==> src/rtl/seg7_multi_display_if.sv <==
// Front-panel display bus: load strobe with value/format on one side, conversion
// status and active-low segment outputs on the other.
interface seg7_multi_display_if #(
  parameter int DATA_W = 8,
  parameter int DIGITS = 4
);
  logic                  load;
  logic [DATA_W-1:0]     value;
  logic [1:0]            mode;
  logic                  blank_lz;
  logic                  blink_en;
  logic                  busy;
  logic                  done;
  logic                  overflow;
  logic [7*DIGITS-1:0]   hex_seg;

  modport master (
    output load, value, mode, blank_lz, blink_en,
    input  busy, done, overflow, hex_seg
  );

  modport slave (
    input  load, value, mode, blank_lz, blink_en,
    output busy, done, overflow, hex_seg
  );
endinterface

==> src/rtl/seg7_multi_display.sv <==
// Registered multi-digit 7-segment driver: hex, unsigned or signed decimal via a
// sequential double-dabble engine, with zero blanking, overflow and blink gating.
module seg7_multi_display #(
  parameter int DATA_W    = 8,
  parameter int DIGITS    = 4,
  parameter int BLINK_DIV = 25000000
) (
  input logic                 clk,
  input logic                 rst_n,
  seg7_multi_display_if.slave bus
);
  localparam int BCD_N = (DATA_W * 301) / 1000 + 1;
  localparam int NIB   = (DATA_W + 3) / 4;
  localparam int SH_W  = 4 * BCD_N + DATA_W;
  localparam int CNT_W = $clog2(DATA_W);
  localparam int BLK_W = (BLINK_DIV > 1) ? $clog2(BLINK_DIV) : 1;
  localparam logic [6:0] SEG_MINUS = 7'h3F;
  localparam logic [6:0] SEG_BLANK = 7'h7F;

  typedef enum logic [1:0] {IDLE, CONVERT, FORMAT} state_t;

  state_t                    state, state_nx;
  logic [CNT_W-1:0]          bit_cnt;
  logic [SH_W-1:0]           dab_sh;
  logic [1:0]                mode_q;
  logic                      blz_q, neg_q;
  logic signed [DATA_W-1:0]  value_s;
  logic [DATA_W-1:0]         mag;
  logic [7*DIGITS-1:0]       seg_q, seg_nx;
  logic                      ovf_q, ovf_nx, done_q;
  logic [BLK_W-1:0]          blk_cnt;
  logic                      phase;
  logic [3:0]                dig [DIGITS];
  logic [6:0]                glyph;
  logic                      dec;
  int                        msd, req;

  function automatic logic [6:0] hex_glyph(input logic [3:0] d);
    case (d)
      4'h0: return 7'h40;  4'h1: return 7'h79;  4'h2: return 7'h24;  4'h3: return 7'h30;
      4'h4: return 7'h19;  4'h5: return 7'h12;  4'h6: return 7'h02;  4'h7: return 7'h78;
      4'h8: return 7'h00;  4'h9: return 7'h10;  4'hA: return 7'h08;  4'hB: return 7'h03;
      4'hC: return 7'h46;  4'hD: return 7'h21;  4'hE: return 7'h06;  default: return 7'h0E;
    endcase
  endfunction

  function automatic logic [3:0] nib_at(input logic [SH_W-1:0] sh, input int pos);
    return 4'(sh >> pos);
  endfunction

  // BCD field sits above the binary field; adjust then shift the whole register.
  function automatic logic [SH_W-1:0] dabble_step(input logic [SH_W-1:0] sh);
    logic [SH_W-1:0] t;
    t = sh;
    for (int i = 0; i < BCD_N; i++)
      if (t[DATA_W+4*i +: 4] >= 4'd5) t[DATA_W+4*i +: 4] = t[DATA_W+4*i +: 4] + 4'd3;
    return t << 1;
  endfunction

  assign value_s = bus.value;

  always_comb begin
    mag = bus.value;
    if (bus.mode == 2'b10 && bus.value[DATA_W-1]) mag = DATA_W'(-value_s);
  end

  always_ff @(posedge clk or negedge rst_n) begin
    if (!rst_n) state <= IDLE;
    else        state <= state_nx;
  end

  always_comb begin
    state_nx = state;
    case (state)
      IDLE:    if (bus.load) state_nx = (bus.mode == 2'b01 || bus.mode == 2'b10) ? CONVERT : FORMAT;
      CONVERT: if (bit_cnt == CNT_W'(DATA_W - 1)) state_nx = FORMAT;
      FORMAT:  state_nx = IDLE;
      default: state_nx = IDLE;
    endcase
  end

  always_comb begin
    bus.busy = (state != IDLE);
  end

  always_ff @(posedge clk or negedge rst_n) begin
    if (!rst_n) begin
      bit_cnt <= '0;
      done_q  <= 1'b0;
      ovf_q   <= 1'b0;
      seg_q   <= '1;
      blk_cnt <= '0;
      phase   <= 1'b0;
    end else begin
      done_q <= (state == FORMAT);
      if (state == IDLE)         bit_cnt <= '0;
      else if (state == CONVERT) bit_cnt <= bit_cnt + CNT_W'(1);
      if (state == FORMAT) begin
        seg_q <= seg_nx;
        ovf_q <= ovf_nx;
      end
      if (blk_cnt == BLK_W'(BLINK_DIV - 1)) begin
        blk_cnt <= '0;
        phase   <= ~phase;
      end else begin
        blk_cnt <= blk_cnt + BLK_W'(1);
      end
    end
  end

  always_ff @(posedge clk) begin
    if (state == IDLE && bus.load) begin
      dab_sh <= {{(4*BCD_N){1'b0}}, mag};
      mode_q <= bus.mode;
      blz_q  <= bus.blank_lz;
      neg_q  <= (bus.mode == 2'b10) && bus.value[DATA_W-1];
    end else if (state == CONVERT) begin
      dab_sh <= dabble_step(dab_sh);
    end
  end

  // Hex reads the binary field directly; decimal reads the converted BCD field.
  always_comb begin
    dec    = (mode_q == 2'b01) || (mode_q == 2'b10);
    ovf_nx = 1'b0;
    msd    = 0;
    req    = 1;
    glyph  = SEG_BLANK;
    seg_nx = '1;
    for (int i = 0; i < DIGITS; i++) begin
      dig[i] = dec ? nib_at(dab_sh, DATA_W + 4 * i) : nib_at(dab_sh, 4 * i);
      if (dig[i] != 4'd0) msd = i;
    end
    if (dec) begin
      for (int i = 0; i < BCD_N; i++)
        if (nib_at(dab_sh, DATA_W + 4 * i) != 4'd0) req = i + 1;
      if (req + int'(neg_q) > DIGITS) ovf_nx = 1'b1;
    end else if (mode_q == 2'b00) begin
      for (int i = DIGITS; i < NIB; i++)
        if (nib_at(dab_sh, 4 * i) != 4'd0) ovf_nx = 1'b1;
    end
    for (int i = 0; i < DIGITS; i++) begin
      glyph = hex_glyph(dig[i]);
      if (mode_q == 2'b11)     glyph = SEG_BLANK;
      else if (ovf_nx && dec)  glyph = SEG_MINUS;
      else if (i > msd) begin
        if (neg_q && i == (blz_q ? msd + 1 : DIGITS - 1)) glyph = SEG_MINUS;
        else if (blz_q)                                    glyph = SEG_BLANK;
      end
      seg_nx[7*i +: 7] = glyph;
    end
  end

  assign bus.done     = done_q;
  assign bus.overflow = ovf_q;
  assign bus.hex_seg  = (bus.blink_en && phase) ? '1 : seg_q;
endmodule

==> src/flat_wrapper.sv <==
// flat-port wrapper written by rule: the top's interface ports become plain ports
module seg7_multi_display_flat 
#(
  parameter int DATA_W    = 8,
  parameter int DIGITS    = 4,
  parameter int BLINK_DIV = 25000000
)
  (clk, rst_n, bus_load, bus_value, bus_mode, bus_blank_lz, bus_blink_en, bus_busy, bus_done, bus_overflow, bus_hex_seg);
  seg7_multi_display_if #(.DATA_W(DATA_W), .DIGITS(DIGITS)) bus_i ();
  input logic clk;
  input logic rst_n;
  input wire logic [$bits(bus_i.load)-1:0] bus_load;
  input wire logic [$bits(bus_i.value)-1:0] bus_value;
  input wire logic [$bits(bus_i.mode)-1:0] bus_mode;
  input wire logic [$bits(bus_i.blank_lz)-1:0] bus_blank_lz;
  input wire logic [$bits(bus_i.blink_en)-1:0] bus_blink_en;
  output wire logic [$bits(bus_i.busy)-1:0] bus_busy;
  output wire logic [$bits(bus_i.done)-1:0] bus_done;
  output wire logic [$bits(bus_i.overflow)-1:0] bus_overflow;
  output wire logic [$bits(bus_i.hex_seg)-1:0] bus_hex_seg;
  assign bus_i.load = bus_load;
  assign bus_i.value = bus_value;
  assign bus_i.mode = bus_mode;
  assign bus_i.blank_lz = bus_blank_lz;
  assign bus_i.blink_en = bus_blink_en;
  assign bus_busy = bus_i.busy;
  assign bus_done = bus_i.done;
  assign bus_overflow = bus_i.overflow;
  assign bus_hex_seg = bus_i.hex_seg;
  seg7_multi_display #(.DATA_W(DATA_W), .DIGITS(DIGITS), .BLINK_DIV(BLINK_DIV)) u_core (.clk(clk), .rst_n(rst_n), .bus(bus_i));
endmodule
==> config.mk <==
export PLATFORM = sky130hd
export DESIGN_NAME = seg7_multi_display_flat
export DESIGN_NICKNAME = d
export VERILOG_FILES = /design/src/rtl/seg7_multi_display_if.sv /design/src/rtl/seg7_multi_display.sv /design/src/flat_wrapper.sv
export SDC_FILE = /design/constraint.sdc
export NUM_CORES = 1
export LEC_CHECK = 0
export CAP_MARGIN = 5
export CORE_UTILIZATION = 45
export CTS_CLUSTER_SIZE = 40
export DETAILED_ROUTE_END_ITERATION = 12
export PLACE_DENSITY = 0.67
export SLEW_MARGIN = 20
export SYNTH_ARGS = -nofsm -noshare
export SYNTH_HDL_FRONTEND = slang
export SYNTH_SLANG_ARGS = --single-unit
==> constraint.sdc <==
create_clock -name clk -period 2.96 [get_ports clk]
set_input_delay 0.296 -clock clk [delete_from_list [all_inputs] [get_ports clk]]
set_output_delay 0.296 -clock clk [all_outputs]
set_load 0.03 [all_outputs]
==> results of run 1 <==
==> flip-flops by register name, summed over array words and instances, names as in the netlist <==
signal and count:
u_core.state 2, u_core.seg_q 28, u_core.bus.done 1, u_core.bit_cnt 3, u_core.phase 1, u_core.blk_cnt 25, u_core.neg_q 1, u_core.mode_q 2
u_core.bus.overflow 1, u_core.dab_sh 20, u_core.blz_q 1
==> power by group through the flow <==
stage                     logic (mW)  clock network, mW  registers, mW
after floorplan                 2.42                  0           1.87
after global placement          3.29                  0           2.01
after detailed placement        3.37                  0           2.02
after CTS                       3.40               1.19           2.00
after global routing            3.85               1.23           2.06
final                           3.49               1.17           2.01
==> metrics by stage <==
stage                     setup WS [ns]  util (%)  hold WS (ns)
after floorplan                 0.00734         -      0.000409
after global placement           0.0762      52.7         0.441
after detailed placement        -0.0229      52.7         0.453
after CTS                        0.0126      55.5         0.158
after global routing           -0.00134      55.8         0.494
final                             0.124      55.8         0.458
==> logic make-up after synthesis <==
logic type | synth area share, %
buf+inv | 4.66
xor+xnor | 3.90
fa+ha+maj | 8.82
mux | 7.24
compound gates | 14.1
simple gates | 21.2
flops | 40.1
==> final timing paths <==
path                              startpoint  slack, ns                end  depth (start not counted)
setup / recovery            u_core.mode_q[1]       0.12   u_core.seg_q[27]                         12
hold / removal             u_core.blk_cnt[0]       0.46  u_core.blk_cnt[0]                          1
setup reg to reg            u_core.mode_q[1]       0.12   u_core.seg_q[27]                         12
hold reg to reg            u_core.blk_cnt[0]       0.46  u_core.blk_cnt[0]                          1
max in group asynchronous              rst_n       1.86    u_core.seg_q[8]                          3
min in group asynchronous              rst_n       0.48  u_core.blk_cnt[6]                          2
==> worst reg2reg max path, cell delays in order, from the launching register on <==
cell      delay [ns]
edfxtp_1        0.43
ha_4            0.34
mux2_2          0.36
inv_1           0.10
ha_2            0.20
o21a_1          0.19
a21oi_2         0.10
inv_2           0.08
ha_4            0.15
nor2b_1         0.05
or4_1           0.50
o221ai_2        0.16
o22ai_1         0.11
==> what timing repair did <==
| item | CTS | global route |
|---|---|---|
| endpoints found under the hold margin | 0 | 19 |
| pin swaps | 0 | 2 |
| setup endpoints to repair | 2 | 2 |
| gates resized for setup | 2 | 8 |
| hold buffers | 0 | 1 |
==> synthesized netlist by cell type, types with 10 or more instances <==
cell type / count / area (um^2)
mux2_2: 11 / 124
mux2i_1: 23 / 230
edfxtp_1: 12 / 360
a31oi_1: 10 / 62.6
nand3_1: 20 / 100
nand2b_1: 36 / 225
xor2_1: 10 / 87.6
nand2_1: 44 / 165
xnor2_1: 14 / 123
dfrtp_1: 33 / 826
o21ai_0: 23 / 115
nor2_1: 52 / 195
nor3_1: 13 / 65.1
o21ai_1: 12 / 60.1
dfstp_2: 28 / 736
a21oi_1: 34 / 170
ha_1: 38 / 475
inv_1: 29 / 109
dfxtp_1: 12 / 240
nor2b_1: 10 / 62.6
clkbuf_1: 16 / 60.1
==> cell type report <==
| type | count | area [um^2] | share of cell area (%) |
|---|---|---|---|
| multi-input cells | 438 | 3020 | 46.8 |
| flip-flops and latches | 85 | 2160 | 33.5 |
| repair buffers | 73 | 673 | 10.4 |
| clock buffers | 9 | 225 | 3.49 |
| well taps | 143 | 179 | 2.77 |
| inverters | 31 | 116 | 1.80 |
| clock inverters | 7 | 78.8 | 1.22 |
==> cell usage in the layout (no fill, tap or decap), types with 27 or more instances in the layout <==
cell type	instances
nand2b_1	36
ha_1	35
nand2_1	44
clkdlybuf4s50_1	44
dfstp_2	28
inv_1	27
dfrtp_1	33
a21oi_1	33
buf_4	27
nor2_1	52
==> metal layers <==
metal | global-route usage (%) | wire length, um | vias to the layer above
met5 | 0 | 0 | -
met4 | 7.21 | 175 | 0
met3 | 3.81 | 552 | 11
met2 | 30.9 | 5340 | 93
met1 | 27.2 | 5610 | 2087
li1 | - | - | 2168
==> results.md, run 1 <==
- Slew at the pin closest to its max-slew limit: 0.530 ns
- Slew HR: 63.7%
- Worst Path Required: 3.23 ns
- Vias after detailed routing: between 4,000 and 5,000
- Leakage: 2.69 nW
- Die width: about 110 um
- Clock Sinks: between 80 and 90
- Period minus WS final: 2.84 ns
- Share of total power in sequential cells: 30.1%
- Starting DRT DRC Count: between 200 and 250
- Critical path's slowest cell: or4_1
- CTS tree: done
- Setup crit start kind: flop
- Failing checks: design-rule violations
- Synthesis-to-finish area growth: 19.8%
- Final wirelength: 11,700 um
- GR Util All Layers: 19.7%
- Mean post-synth cell area: 9.25 um^2
- WP buf/inv: 2
- Cell Int Power: 3.90 mW
- Placer Congestion: 0.851
- Switching part of the total: 41.4%
- F_max: 353 MHz
- Initial antenna violation count: 0
- Most frequent CP cell: ha_4
- Max Clock Skew: 0.0117 ns
- Final #Nets: 691
- H-tree Lvls: 3
- ANT cells: 0
- Placement Rows: 39
- Post-route ant nets: 0
- Initial Util: 46.6%
- I/O pins: 46
- Count of final setup violators: 0
- Post-CTS Setup Inserts: 0
- Post-Syn Nets: 636
- FF+latch count, synth: 85
- Non-Filler Instances: 786
- Placed insts: 769
- Post-synth top flop: dfrtp_1
- Peak supply drop: 0.608 mV
- Post-Place Cell Area: roughly 0.006 mm^2
- Largest net degree at the start of global routing: 46
- Grt ovf: 0
- HP Class: reg2reg
- Mapped Area: 0.00539 mm^2
- Design area: 0.00646 mm^2
- Worst-path cell chain: ha_4, mux2_2, inv_1, ha_2, o21a_1, a21oi_2, inv_2, ha_4, nor2b_1, or4_1, o221ai_2, o22ai_1
- DRT Pass-1 Iters: 10
- Root buf cell: clkbuf_16
- Psw: 2.76 mW
- Vias in the first global route: approximately 4,100
- Pwr Total: between 6 and 7 mW
- Synth cell types: 61
- WL/cell: 14.9 um
- Final HPWL DP: 8600 um
- First-pass GRT wire length: 19,700 um
- Worst Path Max Fanout: 6
- Fillers: 1,049
- Yosys Warn Count: 0
- Worst Setup End Kind: flop
- Setup CP Type: reg2reg
- Max Slew Vio Count: 0
- Number of CTS-inserted buffers: 9
- Clk Latency, worst-skew pair: 0.36 ns
- Cells after synthesis: 583
- PD cells: 1030 mW/mm^2
- Die height: 111 um
- Clk pwr share: 17.5%
- Final Cycle Share: a little over nine tenths
- Max-cap violations: 0
- CP peak stage delay: around 0.5 ns
- Die area: 0.0124 mm^2
- Setup_tns: 0 ns
- Status: complete, but fails checks
- Core area: roughly 0.012 mm^2
- Share of cells above drive strength 1: 15.6%
- Vias/cell: about 5.5
- Crit path DAT: 3.11 ns
- Logic pwr share: 52.4%
- Worst-path clk slew: 0.07 ns
- Post-synthesis sequential area ratio: roughly 40%
- DR DRC count: 7
- Final hold viol count: 0
- Delay-heaviest family, CP: adder cells
- Synth async-reset ratio: 71.8%
- Clock Path Buffers: 2
- Port bufs: 45
- Post-synth EDFFs: 12
Power figures use the tool's default switching activity.
==> run 2: changes to the inputs <==
Settings changed: CORE_MARGIN from default to 5.
==> run 2 against run 1 <==
The flow now finishes without violations. Highest routed layer unchanged. Clock skew fell by 0.0047 ns. Critical endpoint unchanged. Global-route usage decreased by 1.7 points. Die area rose by 15%. Largest power group unchanged. Critical path type unchanged. Final area increased by 0.52%.
==> results.md, run 2 (same netlist as run 1, synthesis figures left out) <==
- Slew HR: 64.2%
- Final hold viol count: 0
- Vias after detailed routing: 4,381
- Port bufs: 45
- RR Endpoint: u_core.seg_q[27]
- CP peak stage delay: 0.45 ns
- Slew at the pin closest to its max-slew limit: 0.522 ns
- Clock Sinks: 85
- Placer Congestion: 0.850
- Critical R2R Launch: u_core.mode_q[1]
- Final HPWL DP: 8990 um
- Die width: 119 um
- WL/cell: around 15 um
- Final wirelength: 12,200 um
- Period minus WS final: 2.82 ns
- Setup CP Type: reg2reg
- Final Cycle Share: approximately 95%
- Count of final setup violators: 0
- Critical path's slowest cell: or4_1
- Setup_tns: 0 ns
- Number of CTS-inserted buffers: 9
- Design area: between 0.006 and 0.007 mm^2
- Worst Path Max Fanout: 5
- Clock Path Buffers: 2
- Status: completed
- H-tree Lvls: 3
- Root buf cell: clkbuf_16
- CTS tree: done
- Largest registers: u_core.seg_q (28), u_core.blk_cnt (25), u_core.dab_sh (20)
- Post-Place Cell Area: 0.00610 mm^2
- Initial antenna violation count: 0
- Synthesis-to-finish area growth: 20.4%
- Post-route ant nets: 0
- Post-CTS Setup Inserts: 0
- Leakage: 2.70 nW
- Largest Register: u_core.seg_q
- Max reg flops: 28
- Final hold slack: between 0.4 and 0.5 ns
- Crit path DAT: a little over 3 ns
- Worst Path Required: about 3.2 ns
- Hold Crit Depth: 1
- First-pass GRT wire length: roughly 21,000 um
- Worst-path clk slew: roughly 0.060 ns
- Vias in the first global route: 4,260
- Final WS setup: 0.140 ns
- Max-cap violations: 0
- Max Clock Skew: approximately 0.007 ns
- Setup crit start kind: flop
- Worst-path cell chain: ha_4, mux2_2, inv_2, ha_2, o21a_1, a21oi_2, inv_1, ha_4, nor2b_1, or4_1, o221ai_1, o22ai_1
- WP buf/inv: 2
- Peak supply drop: just over 0.5 mV
- Max Slew Vio Count: 0
- Initial Util: 45.5%
- Die height: between 100 and 150 um
- Min-Delay Startpoint: u_core.blk_cnt[0]
- F_max: 355 MHz
- DRT Pass-1 Iters: 4
- Register-to-register setup slack: 0.14 ns
- ANT cells: 0
- Most frequent CP cell: ha_4
- Fin util: 54.7%
- Unrepaired setup endpoints after global routing: no
- Delay-heaviest family, CP: adder cells
- R2R cell count: 12
- Core area: 0.0119 mm^2
- Worst hold endpoint: u_core.blk_cnt[0]
- Pre-CTS setup slack: -0.120 ns
- I/O pins: between 40 and 50
- Vias/cell: 5.55
- Share of cells above drive strength 1: 15.1%
- Placement Rows: 40
- HP Class: reg2reg
- Commonest cells after routing, fill and taps aside: nor2_1, nand2_1, clkdlybuf4s50_1
- Most common cell after layout, fill and taps aside: nor2_1
- Clk Latency, worst-skew pair: 0.35 ns
- Largest net degree at the start of global routing: 44
- Grt ovf: 0
- DR DRC count: 0
- Worst Setup End Kind: flop
- Final #Nets: 690
- GR Util All Layers: 18.0%
- Die area: approximately 0.014 mm^2
- PD cells: between 1000 and 1500 mW/mm^2
- Starting DRT DRC Count: 285
run 2: cell types whose count changed in the layout (fill, tap and decap cells not counted), sizes merged:
| cell | previous run | this run |
|---|---|---|
| clkinvlp | 0 | 1 |
| inv | 35 | 32 |
| buf | 28 | 27 |
| clkinv | 2 | 0 |
| clkbuf | 9 | 13 |
run 2: layout make-up:
type,count,area (um^2)
tap,147,184
timing repair buffer,72,666
multi-input combinational,438,3020
fill,1048,5370
clock inverter,3,46.3
sequential,85,2160
clock buffer,13,293
inverter,31,116
run 2: worst register-to-register path, cell delays in order (launching register included):
cell and delay [ns]:
edfxtp_1 0.42, ha_4 0.34, mux2_2 0.36, inv_2 0.08
ha_2 0.19, o21a_1 0.19, a21oi_2 0.09, inv_1 0.12
ha_4 0.17, nor2b_1 0.05, or4_1 0.46, o221ai_1 0.19
o22ai_1 0.09
run 2: per-stage QoR:
step | cells | power [mW]
after floorplan | 583 | 4.29
after global placement | 772 | 5.30
after global routing | 789 | 7.24
final | 789 | 6.76
after detailed placement | 772 | 5.41
after CTS | 788 | 6.73
run 2: metal layers:
metal	vias up	global-route usage, %	part of all wire (%)
met5	-	0	0
li1	2174	-	-
met1	2082	24.0	47
met3	18	3.47	5.1
met2	107	28.7	46
met4	0	7.30	2.0
run 2: power breakdown:
group	total [mW]	switching, mW	internal [mW]	leakage [nW]
clock network	1.26	0.477	0.783	0.163
registers	2.00	0.296	1.70	0.953
logic	3.50	1.97	1.53	1.59
total	6.76	2.74	4.02	2.70
run 2: worst max path at each step:
stage / start / endpoint / cells past startpoint
after floorplan: u_core.mode_q[0] / u_core.seg_q[27] / 14
after global placement: u_core.mode_q[0] / u_core.seg_q[27] / 12
final: u_core.mode_q[1] / u_core.seg_q[27] / 12
after detailed placement: u_core.mode_q[0] / u_core.seg_q[20] / 12
after global routing: u_core.mode_q[1] / u_core.seg_q[27] / 12
after CTS: u_core.mode_q[0] / u_core.seg_q[27] / 12
run 2: what timing repair did:
item | 4_1_cts | 5_1_grt
gates cloned | 0 | 0
endpoints found under the hold margin | 0 | 22
hold buffers | 0 | 1
pin swaps | 0 | 1
resized for setup | 4 | 6
endpoints found under the setup margin | 2 | 2
